[src/rtl/gprc_writeback.sv]
// gprc_writeback: XM23 general register file (R0-R7, R7 = PC) plus constant bank.
// Merges execute-result writes and memory-load writes onto one register write
// port. A one-entry holding buffer absorbs a load that collides with an
// execute write to a different register.
module gprc_writeback #(
   parameter logic [15:0] PC_RESET = 16'h0000
) (
   input  logic                  clk,
   input  logic                  rst,
   input  logic                  exe_valid,
   input  logic [2:0]            exe_dst,
   input  logic                  exe_byte,
   input  logic [15:0]           exe_data,
   input  logic                  mem_valid,
   output logic                  mem_ready,
   input  logic [2:0]            mem_dst,
   input  logic                  mem_byte,
   input  logic [15:0]           mem_data,
   input  logic                  pc_inc,
   input  logic                  pc_load,
   input  logic [15:0]           pc_target,
   output logic [1:0][7:0][15:0] gprc,
   output logic                  hold_valid,
   output logic [2:0]            hold_dst
);

   // Constant bank, index 0..7 = {0,1,2,4,8,16,32,FFFF}
   localparam logic [7:0][15:0] CONST_BANK = {16'hFFFF, 16'h0020, 16'h0010, 16'h0008,
                                              16'h0004, 16'h0002, 16'h0001, 16'h0000};

   // Byte writes replace only the low byte; word writes replace everything.
   function automatic logic [15:0] merge_write(input logic [15:0] old_val,
                                               input logic [15:0] new_data,
                                               input logic        is_byte);
      logic [15:0] res;
      if (is_byte) begin
         res = {old_val[15:8], new_data[7:0]};
      end else begin
         res = new_data;
      end
      return res;
   endfunction

   logic [7:0][15:0] regs_q, regs_d;
   logic             hold_valid_q, hold_valid_d;
   logic [2:0]       hold_dst_q, hold_dst_d;
   logic             hold_byte_q, hold_byte_d;
   logic [15:0]      hold_data_q, hold_data_d;

   logic             mem_acc_s;
   logic             old_valid_s;
   logic [2:0]       old_dst_s;
   logic             old_byte_s;
   logic [15:0]      old_data_s;
   logic             wr_en_s;
   logic [2:0]       wr_dst_s;
   logic [15:0]      wr_data_s;

   assign mem_ready  = ~hold_valid_q;
   assign hold_valid = hold_valid_q;
   assign hold_dst   = hold_dst_q;
   assign gprc       = {CONST_BANK, regs_q};

   // Pick the oldest pending non-exe write (held entry before fresh load) and
   // resolve it against the execute write onto the single write port.
   always_comb begin
      mem_acc_s    = mem_valid & ~hold_valid_q;
      old_valid_s  = 1'b0;
      old_dst_s    = 3'd0;
      old_byte_s   = 1'b0;
      old_data_s   = 16'h0000;
      wr_en_s      = 1'b0;
      wr_dst_s     = 3'd0;
      wr_data_s    = 16'h0000;
      hold_valid_d = 1'b0;
      hold_dst_d   = hold_dst_q;
      hold_byte_d  = hold_byte_q;
      hold_data_d  = hold_data_q;

      if (hold_valid_q) begin
         old_valid_s = 1'b1;
         old_dst_s   = hold_dst_q;
         old_byte_s  = hold_byte_q;
         old_data_s  = hold_data_q;
      end else if (mem_acc_s) begin
         old_valid_s = 1'b1;
         old_dst_s   = mem_dst;
         old_byte_s  = mem_byte;
         old_data_s  = mem_data;
      end else begin
         old_valid_s = 1'b0;
      end

      if (old_valid_s && exe_valid && (exe_dst == old_dst_s)) begin
         // Same destination: exe composed over the older write, one commit.
         wr_en_s   = 1'b1;
         wr_dst_s  = exe_dst;
         wr_data_s = merge_write(merge_write(regs_q[old_dst_s], old_data_s, old_byte_s),
                                 exe_data, exe_byte);
      end else if (old_valid_s && exe_valid) begin
         // Different destinations: exe wins the port, older entry waits in hold.
         wr_en_s      = 1'b1;
         wr_dst_s     = exe_dst;
         wr_data_s    = merge_write(regs_q[exe_dst], exe_data, exe_byte);
         hold_valid_d = 1'b1;
         hold_dst_d   = old_dst_s;
         hold_byte_d  = old_byte_s;
         hold_data_d  = old_data_s;
      end else if (old_valid_s) begin
         wr_en_s   = 1'b1;
         wr_dst_s  = old_dst_s;
         wr_data_s = merge_write(regs_q[old_dst_s], old_data_s, old_byte_s);
      end else if (exe_valid) begin
         wr_en_s   = 1'b1;
         wr_dst_s  = exe_dst;
         wr_data_s = merge_write(regs_q[exe_dst], exe_data, exe_byte);
      end else begin
         wr_en_s = 1'b0;
      end
   end

   // Next register-file state: general write, then R7 priority pc_load > write > pc_inc.
   always_comb begin
      regs_d = regs_q;
      if (wr_en_s) begin
         regs_d[wr_dst_s] = wr_data_s;
      end else begin
         regs_d = regs_q;
      end

      if (pc_load) begin
         regs_d[7] = pc_target;
      end else if (wr_en_s && (wr_dst_s == 3'd7)) begin
         regs_d[7] = wr_data_s;
      end else if (pc_inc) begin
         regs_d[7] = regs_q[7] + 16'd2;
      end else begin
         regs_d[7] = regs_q[7];
      end
   end

   // State registers with synchronous reset; reset discards any held entry.
   always_ff @(posedge clk) begin
      if (rst) begin
         regs_q       <= {PC_RESET, 16'h0000, 16'h0000, 16'h0000,
                          16'h0000, 16'h0000, 16'h0000, 16'h0000};
         hold_valid_q <= 1'b0;
         hold_dst_q   <= 3'd0;
         hold_byte_q  <= 1'b0;
         hold_data_q  <= 16'h0000;
      end else begin
         regs_q       <= regs_d;
         hold_valid_q <= hold_valid_d;
         hold_dst_q   <= hold_dst_d;
         hold_byte_q  <= hold_byte_d;
         hold_data_q  <= hold_data_d;
      end
   end

endmodule

[config.mk]
export PLATFORM = sky130hd
export DESIGN_NAME = gprc_writeback
export DESIGN_NICKNAME = d
export VERILOG_FILES = /design/src/rtl/gprc_writeback.sv
export SDC_FILE = /design/constraint.sdc
export NUM_CORES = 1
export LEC_CHECK = 0
export BUFFER_PORTS_ARGS = -buffer_cell sky130_fd_sc_hd__buf_4
export CAP_MARGIN = 10
export CORE_AREA = 2 2 228 162
export CTS_BUF_LIST = sky130_fd_sc_hd__clkbuf_2 sky130_fd_sc_hd__clkbuf_4 sky130_fd_sc_hd__clkbuf_8
export DETAILED_ROUTE_END_ITERATION = 16
export DIE_AREA = 0 0 230 164
export GPL_ROUTABILITY_DRIVEN = 0
export MAX_ROUTING_LAYER = met4
export SKIP_LAST_GASP = 1
export SLEW_MARGIN = 20
export SYNTH_ARGS = -nofsm -noshare
export SYNTH_HDL_FRONTEND = slang
export SYNTH_SLANG_ARGS = --single-unit
[constraint.sdc]
create_clock -name clk -period 2.7 [get_ports clk]
set_input_delay 0.135 -clock clk [delete_from_list [all_inputs] [get_ports clk]]
set_output_delay 0.135 -clock clk [all_outputs]
set_load 0.005 [all_outputs]
==> flow_summary.toml, run 1 <==
[run_status]
outcome = "finished clean"

[detailed_routing]
wirelength_um = 37100
dr.first_iter.drc_count = 945
num_vias = 9106
first_pass_iters = 7
postRouteAntennaNets = 0
wire_per_inst_um = 20.2
avgViaCountPerCell = 4.96
drc_errors = 0

[pwr]
p_leak_nw = 4.65
p_comb_frac = 0.223
total_power_mw = 5.42
swShare = 0.341
pwr-share-clk = 0.332
p_seq_frac = 0.445
intPower_mw = 3.57
vdd_ir_drop_max_v = 0.000254
switching_power_mw = 1.85
power_density_nw_per_um2 = 478

[setup_path]
path_class = "reg2reg"
critPathRequiredTime_ns = 3.05
cp-end-kind = "register"
worstPathMaxFanout = 9
crit_slowest_cell = "dfxtp_4"
max_stage_delay_ns = 0.40
r2r-start = "hold_valid"
arrival_ns = 3.01
worstSetupStartpointType = "register"
r2r_end = "gprc[15]"
cp_cell_sequence = "and3b_2 -> or3_1 -> a222oi_1 -> buf_4 -> buf_4 -> o21ai_0 -> a32oi_1 -> and2_1 -> a211oi_1"
r2r_slack_ns = 0.04
ff2ff_path_depth = 9
cpMostUsedCell = "buf_4"

[placement]
dp_hpwl_um = 27800
portBuffers = 194
placed_area_sq_um = 10600

[cells_and_area]
syn2layout_area_growth_pct = 29.0
layout-drive-gt1-share = 0.254
final_area_sq_um = 11300
nNetsFinal = 1407
n_antenna_cell = 0

[clocking]
cts_buffer_depth = 2
clkLatencyLatePin_ns = 0.48
clock-sinks = 149
clkSlewWorstSetupHoldPaths_ns = 0.10
cts_root_buf = "clkbuf_8"
tritoncts = "yes"
h-tree-depth = 4
numCtsBuffers = 17

[timing]
period_needed_ns = 2.66
tightest_slew_ns = 0.799
clock.fmax_ghz = 0.376
slew_headroom = 0.466
finalHoldViolCount = 0
drv_slew = 0
setup_viol = 0
finClkSkew_ns = 0.0177
fin_crit_sh = 0.984

[floorplanning]
die_h_um = 164
pin_count = 323
initial_utilization = 0.247
rows = 58
die_width_um = 230
die_area_sq_um = 37700
fp.coreArea_sq_um = 35600

[yosys]
synth.avg_cell_area_sq_um = 7.88
syn_inst = 1115
synth_xor_area_frac = 0.0110
synthAdderAreaFrac = 0.00142
synth_warnings = 0
synth-compound-area-share = 0.231
yosysUniqueCellTypes = 62
yosys.area_share.simple = 0.188
synth_area_sq_um = 8790
async_reset_ff_frac = 0
yosysSeqAreaShare = 0.339
ys_ff_latch = 149
synth_top_family_by_area = "compound AO/OA/AOI/OAI gates"
synth_ff_type = "dfxtp_1"
synth_mux_area_frac = 0.0779
synth-edff-count = 0

[min_path]
min-delay-start = "pc_target[13]"
worst_hold_path_type = "in2reg"
hold_depth = 3
min_to = "gprc[125]"

[grt]
grt_start_max_net_pins = 72
gr-total-overflow = 0
grt_pass1_wl_um = 52800
grt_use_total = 0.195
grt_pass1_vias = 8175
antenna_found_initial = 0

[job]
maxCapViolCount = 0
area by class of cell:
class / instances / area [sq um]
Inverter: 11 / 41.3
Clock buffer: 19 / 249
Sequential cell: 149 / 2990
Fill cell: 3816 / 24200
Multi-Input combinational cell: 875 / 5010
Clock inverter: 13 / 141
Timing Repair Buffer: 290 / 2320
Tap cell: 480 / 601
how the worst max path moves through the flow:
stage	slack, ns	start	cells after the start	endpoint
6_report	0.04	hold_valid	9	gprc[15]
5_1_grt	-0.003	hold_valid	9	gprc[47]
4_1_cts	0.03	hold_valid	9	gprc[121]
3_5_place_dp	-0.03	hold_valid	8	gprc[121]
3_3_place_gp	0.06	hold_valid	9	gprc[25]
2_1_floorplan	0.003	hold_valid	9	gprc[122]
power by group through the flow:
| stage | logic [mW] | registers [mW] | clock network, mW |
|---|---|---|---|
| final | 1.21 | 2.41 | 1.80 |
| after global routing | 1.30 | 2.43 | 1.94 |
| after CTS | 1.18 | 2.41 | 1.85 |
| after detailed placement | 1.14 | 2.46 | 0 |
| after global placement | 1.13 | 2.46 | 0 |
| after floorplan | 0.727 | 2.42 | 0 |
worst max-delay path: cells and delay by family (launching register included):
| family | cells | cell delay (ns) |
|---|---|---|
| buffers and inverters | 2 | 0.31 |
| AOI/OAI and AO/OA | 4 | 0.84 |
| and+or+nand+nor | 3 | 0.97 |
| DFF | 1 | 0.40 |
through the flow:
stage / hold WS, ns / setup slack, ns / cells / utilization / TNS, ns
final: 0.0684 / 0.0424 / 1837 / 0.319 / 0
after global routing: 0.0559 / -0.00345 / 1837 / 0.319 / -0.00581
after CTS: 0.0323 / 0.0255 / 1834 / 0.317 / 0
after detailed placement: 0.409 / -0.0321 / 1773 / 0.298 / -0.0387
after global placement: 0.402 / 0.0596 / 1773 / 0.298 / 0
after floorplan: 0.280 / 0.00340 / 1241 / - / 0
registers in the layout (all words and copies together) (netlist names):
signal / cells
hold_valid: 1
hold_dst: 3
hold_byte_q: 1
hold_data_q: 16
gprc: 128
cells in the mapped netlist (all sizes together), types with 3 or more instances:
master / count / area share
clkinv: 3 / 0.0013
mux2i: 20 / 0.023
and3: 20 / 0.014
nor3: 9 / 0.0051
nor2b: 4 / 0.0028
a31oi: 15 / 0.011
nand2: 213 / 0.091
a22o: 5 / 0.0050
o22ai: 8 / 0.0057
nor3b: 3 / 0.0026
a21o: 6 / 0.0051
a221oi: 4 / 0.0040
o21ai: 56 / 0.032
buf: 139 / 0.12
o211ai: 7 / 0.0060
a2bb2oi: 3 / 0.0037
inv: 8 / 0.0034
or2: 3 / 0.0021
nand3: 43 / 0.024
o311ai: 3 / 0.0030
xnor2: 6 / 0.0060
o221ai: 25 / 0.025
o31ai: 10 / 0.013
mux4: 21 / 0.054
nor2: 55 / 0.024
nand3b: 4 / 0.0034
xor2: 5 / 0.0050
nand4: 5 / 0.0036
dfxtp: 149 / 0.34
clkbuf: 67 / 0.029
a21oi: 120 / 0.070
a211oi: 38 / 0.033
and2: 8 / 0.0057
nand2b: 3 / 0.0021
a211o: 3 / 0.0030
placed cells by master, fill, tap and decap left out, types with 21 or more instances in the layout:
cell type,instances
a211oi_1,35
a21oi_1,117
buf_4,256
conb_1,128
dfxtp_1,148
dlygate4sd3_1,28
mux4_2,21
nand2_1,213
nand3_1,43
nor2_1,53
o21ai_0,43
o221ai_1,25
logic make-up (layout without fill, tap and decap cells):
logic type,count (synthesis),in the layout
xor gates and xnor gates,11,11
and+or+nand+nor,377,377
muxes,42,42
buffers and inverters,217,333
DFF,149,149
AOI/OAI and AO/OA,316,316
adders and majority gates,1,1
other,2,128
layer usage:
metal  share of wire  global-route usage
met5               0                   -
met1            0.43               0.252
met4           0.023              0.0581
met2            0.44               0.285
met3            0.12              0.0681
repair_timing:
action / CTS / global route
buffers inserted: 1 / 3
gates resized for setup: 1 / 13
hold buffers: 28 / 0
endpoints found under the hold margin: 24 / 0
endpoints found under the setup margin: 21 / 55
pin swaps: 1 / 0
No activity file was read; power rests on OpenSTA's default activity.
==> run 2: changes to the inputs <==
==> constraint.sdc (replaced) <==
create_clock -name clk -period 2.7 [get_ports clk]
set_input_delay 0.54 -clock clk [delete_from_list [all_inputs] [get_ports clk]]
set_output_delay 0.54 -clock clk [all_outputs]
set_load 0.005 [all_outputs]
==> flow_summary.toml, run 2 (synthesized netlist as in run 1, its figures left out) <==
[run_status]
outcome = "finished clean"

[cells_and_area]
n_antenna_cell = 0
final_cell_mix = "buf_4, nand2_1, dfxtp_1"
nNetsFinal = 1398
layout-drive-gt1-share = 0.272
layoutNonFillerInstCount = 1828
final_common_cell = "buf_4"
final_util = 0.316
largest_reg_flops = 128
syn2layout_area_growth_pct = 27.9

[clocking]
tritoncts = "yes"
h-tree-depth = 4
cts_hold_buf = 0
clkSlewWorstSetupHoldPaths_ns = 0.12
cts_buffer_depth = 2
cts_root_buf = "clkbuf_8"
clock-sinks = 149
cts_setup_buffers = 0
numCtsBuffers = 17
clkLatencyLatePin_ns = 0.49

[grt]
met2_usage = 0.286
grt_use_total = 0.195
antenna_found_initial = 0
grt_start_max_net_pins = 144
met1_usage = 0.259
grtUsageMet3 = 0.0668
grt_pass1_vias = 8280
gr-max-usage-layer = "met2"
grt_pass1_wl_um = 53300
gr-total-overflow = 0

[timing]
rsz0062_at_grt = "yes"
slew_headroom = 0.480
fin_crit_sh = 0.992
drv_slew = 0
tightest_slew_ns = 0.777
period_needed_ns = 2.68
worst_slack_ns = 0.0210
setup_viol = 0
clock.fmax_ghz = 0.373
finalHoldViolCount = 0
finClkSkew_ns = 0.0228

[floorplanning]
initial_utilization = 0.247
pin_count = 323
die_width_um = 230
fp.coreArea_sq_um = 35600
rows = 58
die_area_sq_um = 37700
die_h_um = 164

[job]
maxCapViolCount = 0

[placement]
dp.cells = 1796
dp_hpwl_um = 27900
dp_worst_setup_slack_ns = -0.322
portBuffers = 194

[detailed_routing]
num_vias = 9097
first_pass_iters = 6
wirelength_um = 36800
postRouteAntennaNets = 0
wire_per_inst_um = 20.1
avgViaCountPerCell = 4.98
dr.first_iter.drc_count = 963
drc_errors = 0

[setup_path]
path_class = "reg2reg"
worstSetupStartpointType = "register"
critPathRequiredTime_ns = 3.03
worstPathMaxFanout = 11
cp-end-kind = "register"
arrival_ns = 3.00

[min_path]
worst_hold_path_type = "in2reg"

[pwr]
intPower_mw = 3.48
switching_power_mw = 1.94
power_density_nw_per_um2 = 482
vdd_ir_drop_max_v = 0.000322
p_leak_nw = 4.64
p_comb_frac = 0.223
p_seq_frac = 0.445
pwr-share-clk = 0.333
swShare = 0.358
[run 2: changes by cell type in the layout (fill, tap and decap cells not counted), sizes merged]
| cell | change |
|---|---|
| bufinv | -1 |
| dlygate4sd3 | -28 |
| clkinvlp | -2 |
| inv | +5 |
| clkbuf | -2 |
| buf | +19 |
[run 2: final cells by class]
class                      instances  area, sq um
clock buffer                      17          234
clock inverter                    15          151
fill                            3816        24300
inverter                          11         41.3
multi-input combinational        875         5050
sequential                       149         2980
tap                              480          601
timing repair buffer             281         2180
[run 2: critical path, stage by stage (launching register included)]
cell and delay (ns):
dfxtp_1 0.42, and3b_1 0.22, or3_1 0.36, a222oi_1 0.41, nand2_1 0.21, buf_4 0.23, a21o_1 0.26, o22ai_2 0.27
a221oi_1 0.14
[run 2: routing by layer]
| layer | up-vias | share of wire |
|---|---|---|
| li1 | 4164 | - |
| met1 | 4424 | 0.43 |
| met2 | 462 | 0.44 |
| met3 | 47 | 0.11 |
| met4 | 0 | 0.016 |
| met5 | - | 0 |
[run 2: through the flow]
step	power (mW)	setup TNS [ns]	area, sq um	hold slack [ns]
final	5.42	0	11200	0.300
after global placement	3.62	-0.684	10800	0.444
after detailed placement	3.63	-2.68	10800	0.448
after global routing	5.66	-0.148	11200	0.265
after floorplan	3.16	-5.62	9320	0.446
after CTS	5.44	-0.00633	11200	0.274
[run 2: path summary, 6_finish.rpt]
kind	depth (start not counted)	slack, ns	startpoint	endpoint
max	8	0.02	hold_valid	gprc[121]
min	3	0.30	mem_data[0]	hold_data_q[0]
max reg2reg	8	0.02	hold_valid	gprc[121]
min reg2reg	2	0.46	gprc[100]	gprc[100]
[run 2: power by group through the flow]
stage | Combinational (mW) | Clock (mW) | Sequential [mW]
after floorplan | 0.736 | 0 | 2.42
after global placement | 1.16 | 0 | 2.45
after detailed placement | 1.17 | 0 | 2.46
after CTS | 1.18 | 1.85 | 2.41
after global routing | 1.30 | 1.94 | 2.42
final | 1.21 | 1.80 | 2.41
[run 2: what timing repair did]
item / CTS / global route
cloned: 0 / 0
endpoints found under the setup margin: 2 / 41
resized for setup: 2 / 11
==> run 3: changes to the inputs <==
CTS_CLUSTER_SIZE = 28   (was default)
GPL_TIMING_DRIVEN = 0   (was default)
==> flow_summary.toml, run 3 (synthesized netlist as in run 1, its figures left out) <==
[run_status]
outcome = "finished, violations left"
violations = "negative setup slack"

[clocking]
cts_hold_buf = 0
h-tree-depth = 4
clock-sinks = 149
cts_buffer_depth = 2
clkLatencyLatePin_ns = 0.51
numCtsBuffers = 17
clkSlewWorstSetupHoldPaths_ns = 0.10
tritoncts = "yes"
cts_root_buf = "clkbuf_8"

[grt]
gr-total-overflow = 0
grt_pass1_vias = 8782
grt_pass1_wl_um = 57900
antenna_found_initial = 0
grt_start_max_net_pins = 17
grt_use_total = 0.215

[placement]
portBuffers = 190
dp_hpwl_um = 31600

[timing]
drv_slew = 0
setup_viol = 6
period_needed_ns = 2.76
fin_crit_sh = 1.02
finClkSkew_ns = 0.0216
rsz0062_at_grt = "yes"
finalHoldViolCount = 0
slew_headroom = 0.282
tightest_slew_ns = 1.08
clock.fmax_ghz = 0.363
worst_slack_ns = -0.0560
finalSetupTns_ns = -0.173

[setup_path]
crit_slowest_cell = "a222oi_1"
arrival_ns = 3.11
r2r-start = "hold_valid"
r2r_end = "gprc[121]"
crit_family = "compound AO/OA/AOI/OAI gates"
critPathRequiredTime_ns = 3.05
cpMostUsedCell = "buf_6"
ff2ff_path_depth = 10
cp.depth = 10
r2r_slack_ns = -0.06
cp_cell_sequence = "buf_6 -> and3b_2 -> or3_1 -> a222oi_1 -> nand2_1 -> buf_6 -> buf_8 -> a21o_4 -> o22ai_4 -> a221oi_2"
worstSetupStartpointType = "register"
worstPathMaxFanout = 7
max_stage_delay_ns = 0.45
path_class = "reg2reg"
path_buf_inv = 3
cp-end-kind = "register"

[floorplanning]
die_area_sq_um = 37700
initial_utilization = 0.247
fp.coreArea_sq_um = 35600
pin_count = 323
die_h_um = 164
rows = 58
die_width_um = 230

[pwr]
switching_power_mw = 2.00
intPower_mw = 3.68
swShare = 0.352
total_power_mw = 5.68
power_density_nw_per_um2 = 450
p_comb_frac = 0.256
pwr-share-clk = 0.319
p_leak_nw = 5.29
p_seq_frac = 0.426
vdd_ir_drop_max_v = 0.000255

[cells_and_area]
final_cell_mix = "buf_4, nand2_1, dfxtp_1"
nNetsFinal = 1537
syn2layout_area_growth_pct = 43.7
largest_reg_flops = 128
final_common_cell = "buf_4"
final_util = 0.355
layout-drive-gt1-share = 0.359
n_antenna_cell = 0

[detailed_routing]
avgViaCountPerCell = 4.97
wire_per_inst_um = 21.0
postRouteAntennaNets = 0
dr.first_iter.drc_count = 1037
wirelength_um = 41200
first_pass_iters = 7
drc_errors = 0
num_vias = 9763

[min_path]
min-delay-start = "pc_target[4]"
hold_depth = 3
min_to = "gprc[116]"
worst_hold_path_type = "in2reg"

[job]
maxCapViolCount = 0
==> run 3: cell count changes in the layout (fill, tap and decap cells not counted), sizes merged <==
cell / previous run / this run
clkbuf: 17 / 77
inv: 19 / 16
bufinv: 0 / 1
clkinv: 6 / 4
clkinvlp: 1 / 3
buf: 281 / 361
==> run 3: power groups by stage <==
stage / clock network, mW / logic (mW) / registers (mW)
detailed placement: 0 / 1.25 / 2.46
floorplan: 0 / 0.736 / 2.42
CTS: 1.83 / 1.33 / 2.41
global route: 1.92 / 1.54 / 2.42
global placement: 0 / 1.24 / 2.45
finish: 1.81 / 1.45 / 2.42
==> run 3: worst max path at each step <==
stage                     startpoint         to
after floorplan            mem_valid   gprc[73]
after global placement    exe_dst[2]  gprc[121]
after detailed placement  exe_dst[2]  gprc[121]
after CTS                 hold_valid  gprc[121]
after global routing      hold_valid  gprc[104]
final                     hold_valid  gprc[121]
==> run 3: cell type report <==
| cell class | instances | area [sq um] |
|---|---|---|
| well taps | 480 | 601 |
| clock inverters | 13 | 136 |
| fillers | 3730 | 22900 |
| inverters | 11 | 41.3 |
| flip-flops and latches | 149 | 2980 |
| plain buffers | 199 | 1350 |
| repair buffers | 221 | 1730 |
| clock buffers | 18 | 248 |
| multi-input cells | 875 | 5540 |
==> run 3: what timing repair did <==
item                       CTS  global route
gates cloned                 1             2
setup buffers               14            15
pin swaps                   10            33
setup endpoints to repair  148           139
gates resized for setup     86            79
==> run 3: per-layer routing <==
metal  GRT usage  wire length [um]  up-vias
met5           -                 0        -
met4      0.0727              1320        0
met3      0.0818              5670      107
met2       0.297             17300      612
met1       0.286             16900     4594
li1            -                 -     4450
==> run 3: through the flow <==
stage / cell area [sq um] / setup WS, ns / cells / hold WS [ns]
3_3_place_gp: 11300 / -1.28 / 1911 / 0.444
2_1_floorplan: 9320 / -0.173 / 1241 / 0.446
4_1_cts: 12200 / -0.0181 / 1953 / 0.251
3_5_place_dp: 11400 / -1.27 / 1911 / 0.449
6_report: 12600 / -0.0560 / 1966 / 0.283
5_1_grt: 12600 / -0.138 / 1966 / 0.268
==> run 3: tightest hold or removal path: cells and delay by family <==
family | cells | cell delay [ns]
buffers and inverters | 1 | 0.11
and+or+nand+nor | 1 | 0.05
AOI/OAI and AO/OA | 1 | 0.05
